$ cat config.mk
export PLATFORM = sky130hd
export DESIGN_NAME = decoder_scan_sequencer
export DESIGN_NICKNAME = d
export VERILOG_FILES = /design/src/rtl/decoder_scan_sequencer.sv
export SDC_FILE = /design/constraint.sdc
export NUM_CORES = 1
export LEC_CHECK = 0
export BUFFER_PORTS_ARGS = -buffer_cell sky130_fd_sc_hd__buf_2
export CORE_MARGIN = 2
export CORE_UTILIZATION = 54
export DETAILED_ROUTE_END_ITERATION = 10
export HOLD_SLACK_MARGIN = 0.12
export MAX_ROUTING_LAYER = met4
export PLACE_DENSITY = 0.82
export SYNTH_ARGS = -nofsm -noshare
export SYNTH_HDL_FRONTEND = slang
export SYNTH_SLANG_ARGS = --single-unit
$ cat constraint.sdc
create_clock -name clk -period 1.9 [get_ports clk]
set_input_delay 0.38 -clock clk [delete_from_list [all_inputs] [get_ports clk]]
set_output_delay 0.38 -clock clk [all_outputs]
set_load 0.02 [all_outputs]
$ cat src/rtl/decoder_scan_sequencer.sv
// decoder_scan_sequencer: steps a 2-bit A/B select index at a programmable
// dwell rate, either for one pass or continuously, feeding a 2:4 decoder.
module decoder_scan_sequencer #(
  parameter int DIV_W = 8
) (
  input  logic             clk,
  input  logic             rst,
  input  logic             start,
  input  logic             stop,
  input  logic             mode,
  input  logic             dir,
  input  logic [DIV_W-1:0] div,
  output logic             A,
  output logic             B,
  output logic             step,
  output logic             busy,
  output logic             done
);
  typedef enum logic {IDLE, RUN} state_t;
  state_t           state;
  logic [1:0]       idx;
  logic [DIV_W-1:0] pre, div_q;
  logic             mode_q, dir_q;
  assign A    = idx[1];
  assign B    = idx[0];
  assign busy = state == RUN;
  always_ff @(posedge clk or posedge rst) begin
    if (rst) begin
      state  <= IDLE;
      idx    <= '0;
      pre    <= '0;
      div_q  <= '0;
      mode_q <= 1'b0;
      dir_q  <= 1'b0;
      step   <= 1'b0;
      done   <= 1'b0;
    end else begin
      step <= 1'b0;
      done <= 1'b0;
      if (state == IDLE) begin
        if (start && !stop) begin
          mode_q <= mode;
          dir_q  <= dir;
          div_q  <= div;
          idx    <= dir ? 2'd3 : 2'd0;
          pre    <= '0;
          state  <= RUN;
        end
      end else if (stop) begin
        pre   <= '0;
        state <= IDLE;
      end else if (pre == div_q) begin
        pre <= '0;
        // the last index of a single pass ends the scan instead of stepping
        if (mode_q && idx == (dir_q ? 2'd0 : 2'd3)) begin
          done  <= 1'b1;
          state <= IDLE;
        end else begin
          idx  <= dir_q ? idx - 2'd1 : idx + 2'd1;
          step <= 1'b1;
        end
      end else begin
        pre <= pre + 1'b1;
      end
    end
  end
endmodule
# --- Yosys cells after proc, flatten, opt, wreduce, memory -nomap -nowiden ---
# Cells that the tools add are included.
classes:
  bitwise: 1
  eq_ne: 5
  addsub: 3
  n_mux: 24
  n_reduce_logical: 6
op_table:
  columns: ["op", "n"]
  rows:
  - ["8-bit two-way mux", 4]
  - ["2-bit two-way mux", 8]
  - ["1-bit two-way mux", 12]
  - ["8-bit by 1-bit adder with 8-bit output, second input constant", 1]
  - ["8-bit == test", 1]
  - ["2-bit != test, second input constant", 2]
  - ["4-bit AND reduction", 1]
  - ["2-bit by 1-bit adder with 2-bit output, second input constant", 1]
  - ["2-bit == test", 1]
  - ["1-bit logical AND", 2]
  - ["2-bit by 1-bit != test with 1-bit output, second input constant", 1]
  - ["2-bit AND reduction", 1]
  - ["2-bit nonzero test", 1]
  - ["2-bit by 1-bit subtractor with 2-bit output, second input constant", 1]
  - ["1-bit zero test", 1]
  - ["1-bit inverter", 1]
totals:
  elab_cells: 47
  ff_bits: 23
  input_bits: 14

# --- Depth between registers and ports, before layout ---
# Gate-level depths: netlist of the first run.
logic_depth:
  depth_word: 7
  ltp_mapped: 5
  mapped_depth_nobuf: 5

# --- Worst setup path after synthesis of the first run ---
# OpenSTA, ideal clock, no wires.
synth_path:
  kind: "reg-to-reg"
  startpoint: "register pre[0]"
  endpoint: "register idx[0]"
  period_less_slack_ns: 1.747
  arrival_ns: 1.620
  path_slack_ns: 0.153
  stages_incl_launch_ff: 6
  required_ns: 1.773
  setup_time_ns: 0.127
  path_buffers: 0
  path_cell_list: "dfrtp_1 > xor2_1 > nor4_2 > nand2_2 > o21ai_2 > mux2_1"
synth_via:
  elab_chain_cells: 3
synth_rtl:
  columns: ["item", "line_no", "text"]
  rows:
  - ["start: declaration", "22", "logic [DIV_W-1:0] pre, div_q;"]
  - ["start signal: assignment", "63", "pre <= pre + 1'b1;"]
  - ["8-bit == test", "52", "end else if (pre == div_q) begin"]
  - ["2-bit by 1-bit != test with 1-bit output (no source line)", null, null]
  - ["4-bit AND reduction (no source line)", null, null]
  - ["end signal: assignment", "45", "idx <= dir ? 2'd3 : 2'd0;"]
  - ["end signal: assignment", "59", "idx <= dir_q ? idx - 2'd1 : idx + 2'd1;"]
  - ["end: declaration", "21", "logic [1:0] idx;"]
# Every way passes these cells.
# A chain may end at the register's enable or synchronous reset.

# --- Worst setup path in the final report of the first run ---
layout_path:
  startpoint: "register pre[7]"
  endpoint: "register idx[0]"
# The elaborated chain is that of the path after synthesis.

==> flow_summary.ini, run 1 <==
[floorplanning]
num_rows = 16
core-area_um2 = 1980
die_w_um = 50.2
die_area_um2 = 2520
boundaryPins = 19
chipHeight_um = 50.2
initial_core_util = 0.581

[place]
pre_cts_ws_ns = 0.116
gp_congestion = 0.840
io_buffers = 18
placedInstanceArea_um2 = 1290
hpwl_mm = 1.56

[finish]
antenna-diode-count = 0
drive_gt1_frac = 0.293
final_cell_mix = dfrtp_1, buf_2, nand2_1
area_growth_pct = 16.2
stdcell_area_um2 = 1340
nets = 149
final_common_cell = dfrtp_1

[min_path]
hp-class = input pin to flip-flop
hold_depth = 2

[synthesis]
synth-seq-area-share = 0.499
synth_nets = 123
netlist_area_um2 = 1150
ys_ff_latch = 23
synthCells = 108
synth_ff_type = dfrtp_1
syn_area_per_cell_um2 = 10.7
async_reset_ff_frac = 1.00
synth-edff-count = 0
yosysUniqueCellTypes = 28
yosysWarnings = 0

[global_route]
grt_antenna_before_repair = 0
grt_pass1_vias = 836
grt_pass1_wl_mm = 3.71
grt_max_degree = 24
grt_overflow_total = 0
grt_usage = 0.200

[sta]
slew-limit-headroom = 0.584
hold_viol_final = 0
min_period_ns = 1.73
slew_viol_final = 0
fin_ws_ns = 0.168
fmax_mhz = 577
tightest_slew_ns = 0.624
setup_viol = 0
finClkSkew_ns = 0.00417
timing.final.crit_share = 0.912

[critical_path]
required_ns = 2.11
start_kind = flip-flop
cp_max_fo = 4
r2r.worst_path.cells = 5
cp.arrival_ns = 1.94
path_class = flip-flop to flip-flop
endpoint_kind = flip-flop

[clocking]
post_cts_buffers = 0
cts_root_buf = clkbuf_4
cts-htree-levels = 1
numCtsBuffers = 3
clk_pin_slew_worst_paths_ns = 0.13
cts_tree = yes
clock_sinks = 23
cts_buffer_depth = 2
worstSkewPairLatency_ns = 0.31

[power]
power_density_nw_per_um2 = 1290
ir_drop_v = 0.000892
cellLeakagePower_nw = 0.614

[drt]
wl_met3_um = 88
via_per_inst = 5.51
drc_errors = 0
avgRoutedWirePerCell_um = 12.9
highest_layer = met4
drt_iter0_drc = 23
firstDrtPassIters = 4
met2_length_mm = 1.03
via_count = 881
wl_mm = 2.07
met1_length_um = 938
ant_nets = 0

[run_status]
status = finished, final reports clean

[job]
drv_cap = 0
[path summary, 6_finish.rpt]
check	slack [ns]	from	end
worst max-delay path	0.17	pre[7]	idx[0]
worst min-delay path	0.29	div[3]	div_q[3]
worst max register to register	0.17	pre[7]	idx[0]
worst min register to register	0.55	div_q[0]	div_q[0]
max in group asynchronous	1.05	rst	busy
min in group asynchronous	0.63	rst	div_q[0]
[cells in the mapped netlist, types with 2 or more instances]
| cell | number | area, um2 |
|---|---|---|
| nand3_1 | 7 | 35.0 |
| nor4_2 | 2 | 25.0 |
| inv_1 | 4 | 15.0 |
| xor2_1 | 9 | 78.8 |
| o21ai_0 | 7 | 35.0 |
| mux2_2 | 10 | 113 |
| a21oi_1 | 4 | 20.0 |
| nand2_1 | 11 | 41.3 |
| nor2_1 | 8 | 30.0 |
| a22o_1 | 2 | 17.5 |
| nor3_1 | 2 | 10.0 |
| dfrtp_1 | 23 | 576 |
| a211oi_1 | 2 | 15.0 |
| and3_1 | 2 | 12.5 |
| mux2i_1 | 2 | 20.0 |
[layout make-up]
class,count,area (um2)
Fill cell,142,643
Tap cell,27,33.8
Clock buffer,4,26.3
Multi-Input combinational cell,80,566
Timing Repair Buffer,22,123
Sequential cell,23,576
Inverter,4,15.0
[metrics by stage]
stage	hold slack (ns)	TNS, ns	util	power, mW	std cells
CTS	0.281	0	0.671	1.71	160
floorplan	0.382	0	-	1.31	108
finish	0.285	0	0.676	1.73	160
global route	0.280	-0.0121	0.676	1.87	160
global placement	0.427	0	0.653	1.45	155
detailed placement	0.443	0	0.653	1.48	155
[state kept, by name, indices dropped and copies added (netlist names)]
name	cells
div_q	8
pre	8
idx	2
busy	1
dir_q	1
done	1
mode_q	1
step	1
[per-layer routing]
layer  up-vias  GRT usage
li1        437          -
met1       415      0.268
met2        27      0.318
met3         2     0.0298
met4         0     0.0556
met5         -          -
[where the power goes]
part	internal, mW	switching (mW)	leakage (nW)
Sequential	0.651	0.172	0.290
Combinational	0.317	0.361	0.308
Clock	0.0821	0.150	0.0150
Total	1.05	0.682	0.614
[critical path, cell delays in order (launching register included)]
cell and delay (ns):
dfrtp_1 0.45, xor2_1 0.20, nor4_4 0.40, nand2_2 0.11, o21ai_2 0.15, mux2_1 0.32
[timing repair]
| item | 4_1_cts | 5_1_grt |
|---|---|---|
| setup endpoints to repair | 0 | 5 |
| hold buffers | 1 | 0 |
| resized for setup | 0 | 1 |
| endpoints found under the hold margin | 23 | 0 |
[kinds of logic (layout without fill, tap and decap cells)]
group / count (synthesis) / after routing / synth area share
flip-flops: 23 / 23 / 0.499
AND/OR/NAND/NOR: 35 / 35 / 0.153
multiplexers: 13 / 13 / 0.125
XOR/XNOR: 10 / 10 / 0.0760
AO/OA/AOI/OAI: 21 / 21 / 0.118
buffers and inverters: 5 / 30 / 0.0174
adder cells (fa/ha/maj): 1 / 1 / 0.0109
No activity file was read; power rests on OpenSTA's default activity.
==> run 2, diff against run 1 <==
--- a/config.mk
+++ b/config.mk
@@ -6,12 +6,14 @@
 export NUM_CORES = 1
 export LEC_CHECK = 0
 export BUFFER_PORTS_ARGS = -buffer_cell sky130_fd_sc_hd__buf_2
+export CAP_MARGIN = 20
 export CORE_MARGIN = 2
-export CORE_UTILIZATION = 54
+export CORE_UTILIZATION = 37
+export CTS_BUF_LIST = sky130_fd_sc_hd__clkbuf_2
 export DETAILED_ROUTE_END_ITERATION = 10
 export HOLD_SLACK_MARGIN = 0.12
 export MAX_ROUTING_LAYER = met4
-export PLACE_DENSITY = 0.82
+export PLACE_DENSITY = 0.61
 export SYNTH_ARGS = -nofsm -noshare
 export SYNTH_HDL_FRONTEND = slang
 export SYNTH_SLANG_ARGS = --single-unit
==> run 2 against run 1 <==
Net effect: first-iteration DRC count is 26% lower; count of clock-buffer cells in the layout down 1; clock power down 20%; via count decreased by 2.4%; wire length is 0.82% higher; largest power group unchanged; design area rose by 0.56%; die area is 42% higher; critical path type unchanged; worst hold slack worse by 0.020 ns; combinational power is 2% lower; sequential power is essentially flat; final cell count increased by 5.0%.
==> flow_summary.ini, run 2 (synthesis gave the netlist of run 1 again) <==
[run_status]
status = finished, final reports clean

[finish]
antenna-diode-count = 0
fillers = 303
utilization = 0.448
top_regs = div_q: 8 flops, pre: 8 flops, idx: 2 flops
nets = 151
stdcell_area_um2 = 1350
final_common_cell = dfrtp_1
drive_gt1_frac = 0.311
final_cell_mix = dfrtp_1, buf_2, nand2_1
multi_input_area_um2 = 557
regArea_um2 = 576
area_growth_pct = 16.8

[power]
ir_drop_v = 0.000618
cellLeakagePower_nw = 0.624
switching_share = 0.390
seqPwrFrac = 0.491
p_switching_uw = 653
power_density_nw_per_um2 = 1240
intPower_mw = 1.02
clkPwrFrac = 0.111
pwr-share-comb = 0.398
p_total_mw = 1.68

[sta]
tightest_slew_ns = 0.659
setup_viol = 0
slew-limit-headroom = 0.561
timing.final.crit_share = 0.911
hold_viol_final = 0
slew_viol_final = 0
final.setup.tns_ns = 0
fin_ws_ns = 0.170
finClkSkew_ns = 0.0140
min_period_ns = 1.73
rsz0062_at_grt = false
fmax_mhz = 578

[drt]
wl_mm = 2.09
avgRoutedWirePerCell_um = 12.4
drc_errors = 0
firstDrtPassIters = 4
drt_iter0_drc = 17
via_count = 860
via_per_inst = 5.12
ant_nets = 0

[place]
placedInstanceArea_um2 = 1320
pre_cts_ws_ns = 0.183
gp_congestion = 0.811
io_buffers = 18
hpwl_mm = 1.66

[clocking]
cts_root_buf = clkbuf_2
post_cts_resized = 0
clk_pin_slew_worst_paths_ns = 0.21
worstSkewPairLatency_ns = 0.32
cts_tree = yes
cts-htree-levels = 1
numCtsBuffers = 3
cts_buffer_depth = 2
clock_sinks = 23

[critical_path]
required_ns = 2.14
crit_cells = 6
r2r.worst_path.cells = 6
cp.arrival_ns = 1.97
start_kind = flip-flop
cp_max_fo = 6
startpoint = pre[0]
path_class = flip-flop to flip-flop
critPathBufInv = 1
critical_path.max_stage_delay_ns = 0.49
path_cells = xor2_1 -> nor4_2 -> buf_4 -> nand2_2 -> o21ai_2 -> mux2_1
crit_slowest_cell = dfrtp_1
cp_top_family = flip-flops
endpoint_kind = flip-flop
r2r-start = pre[0]

[global_route]
grt_pass1_vias = 851
grt_overflow_total = 0
grt_usage = 0.143
grt_antenna_before_repair = 0
grt_pass1_wl_mm = 3.80
grt_max_degree = 24

[min_path]
hp-start = mode
hp-class = input pin to flip-flop
hold_depth = 2

[floorplanning]
core-area_um2 = 3000
boundaryPins = 19
chipHeight_um = 59.8
die_w_um = 59.8
initial_core_util = 0.384
num_rows = 20
die_area_um2 = 3580

[job]
drv_cap = 0
run 2: cell types whose count changed in the layout (fill, tap and decap cells not counted):
cell and change:
nor4_2 +1, clkbuf_4 -3, clkbuf_2 +3, clkinv_2 +1, nor4_4 -1, clkbuf_1 -1
buf_4 +2
run 2: cell type report:
type / count / share of cell area
well taps: 33 / 0.0307
flip-flops and latches: 23 / 0.428
clock buffers: 3 / 0.0112
multi-input cells: 80 / 0.414
clock inverters: 1 / 0.00372
inverters: 4 / 0.0112
repair buffers: 24 / 0.102
run 2: timing repair:
| item | CTS | global route |
|---|---|---|
| endpoints found under the hold margin | 23 | 0 |
| hold buffers | 1 | 0 |
| setup buffers | 0 | 0 |
run 2: stage by stage:
step	hold slack [ns]	cells
final	0.265	168
after global routing	0.229	168
after CTS	0.242	168
after detailed placement	0.435	163
after global placement	0.432	163
after floorplan	0.382	108
run 2: final timing paths:
kind                            end  slack [ns]
hold / removal               mode_q        0.27
min in group asynchronous  div_q[7]        0.59
max in group asynchronous    pre[4]        1.08
setup reg to reg             idx[0]        0.17
setup / recovery             idx[0]        0.17
hold reg to reg            div_q[5]        0.56
run 2: power by group through the flow:
stage                     clock [mW]  combinational (mW)  sequential (mW)
after CTS                      0.202               0.675            0.827
after detailed placement           0               0.671            0.840
after global placement             0               0.653            0.828
final                          0.186               0.667            0.823
after floorplan                    0               0.476            0.833
after global routing           0.220               0.744            0.856
run 2: layer usage:
layer,part of all wire,vias up,global-route usage
met5,0,-,-
met4,0.0086,0,0.0476
met3,0.027,4,0.0260
met2,0.50,11,0.227
met1,0.46,407,0.184
li1,-,438,-
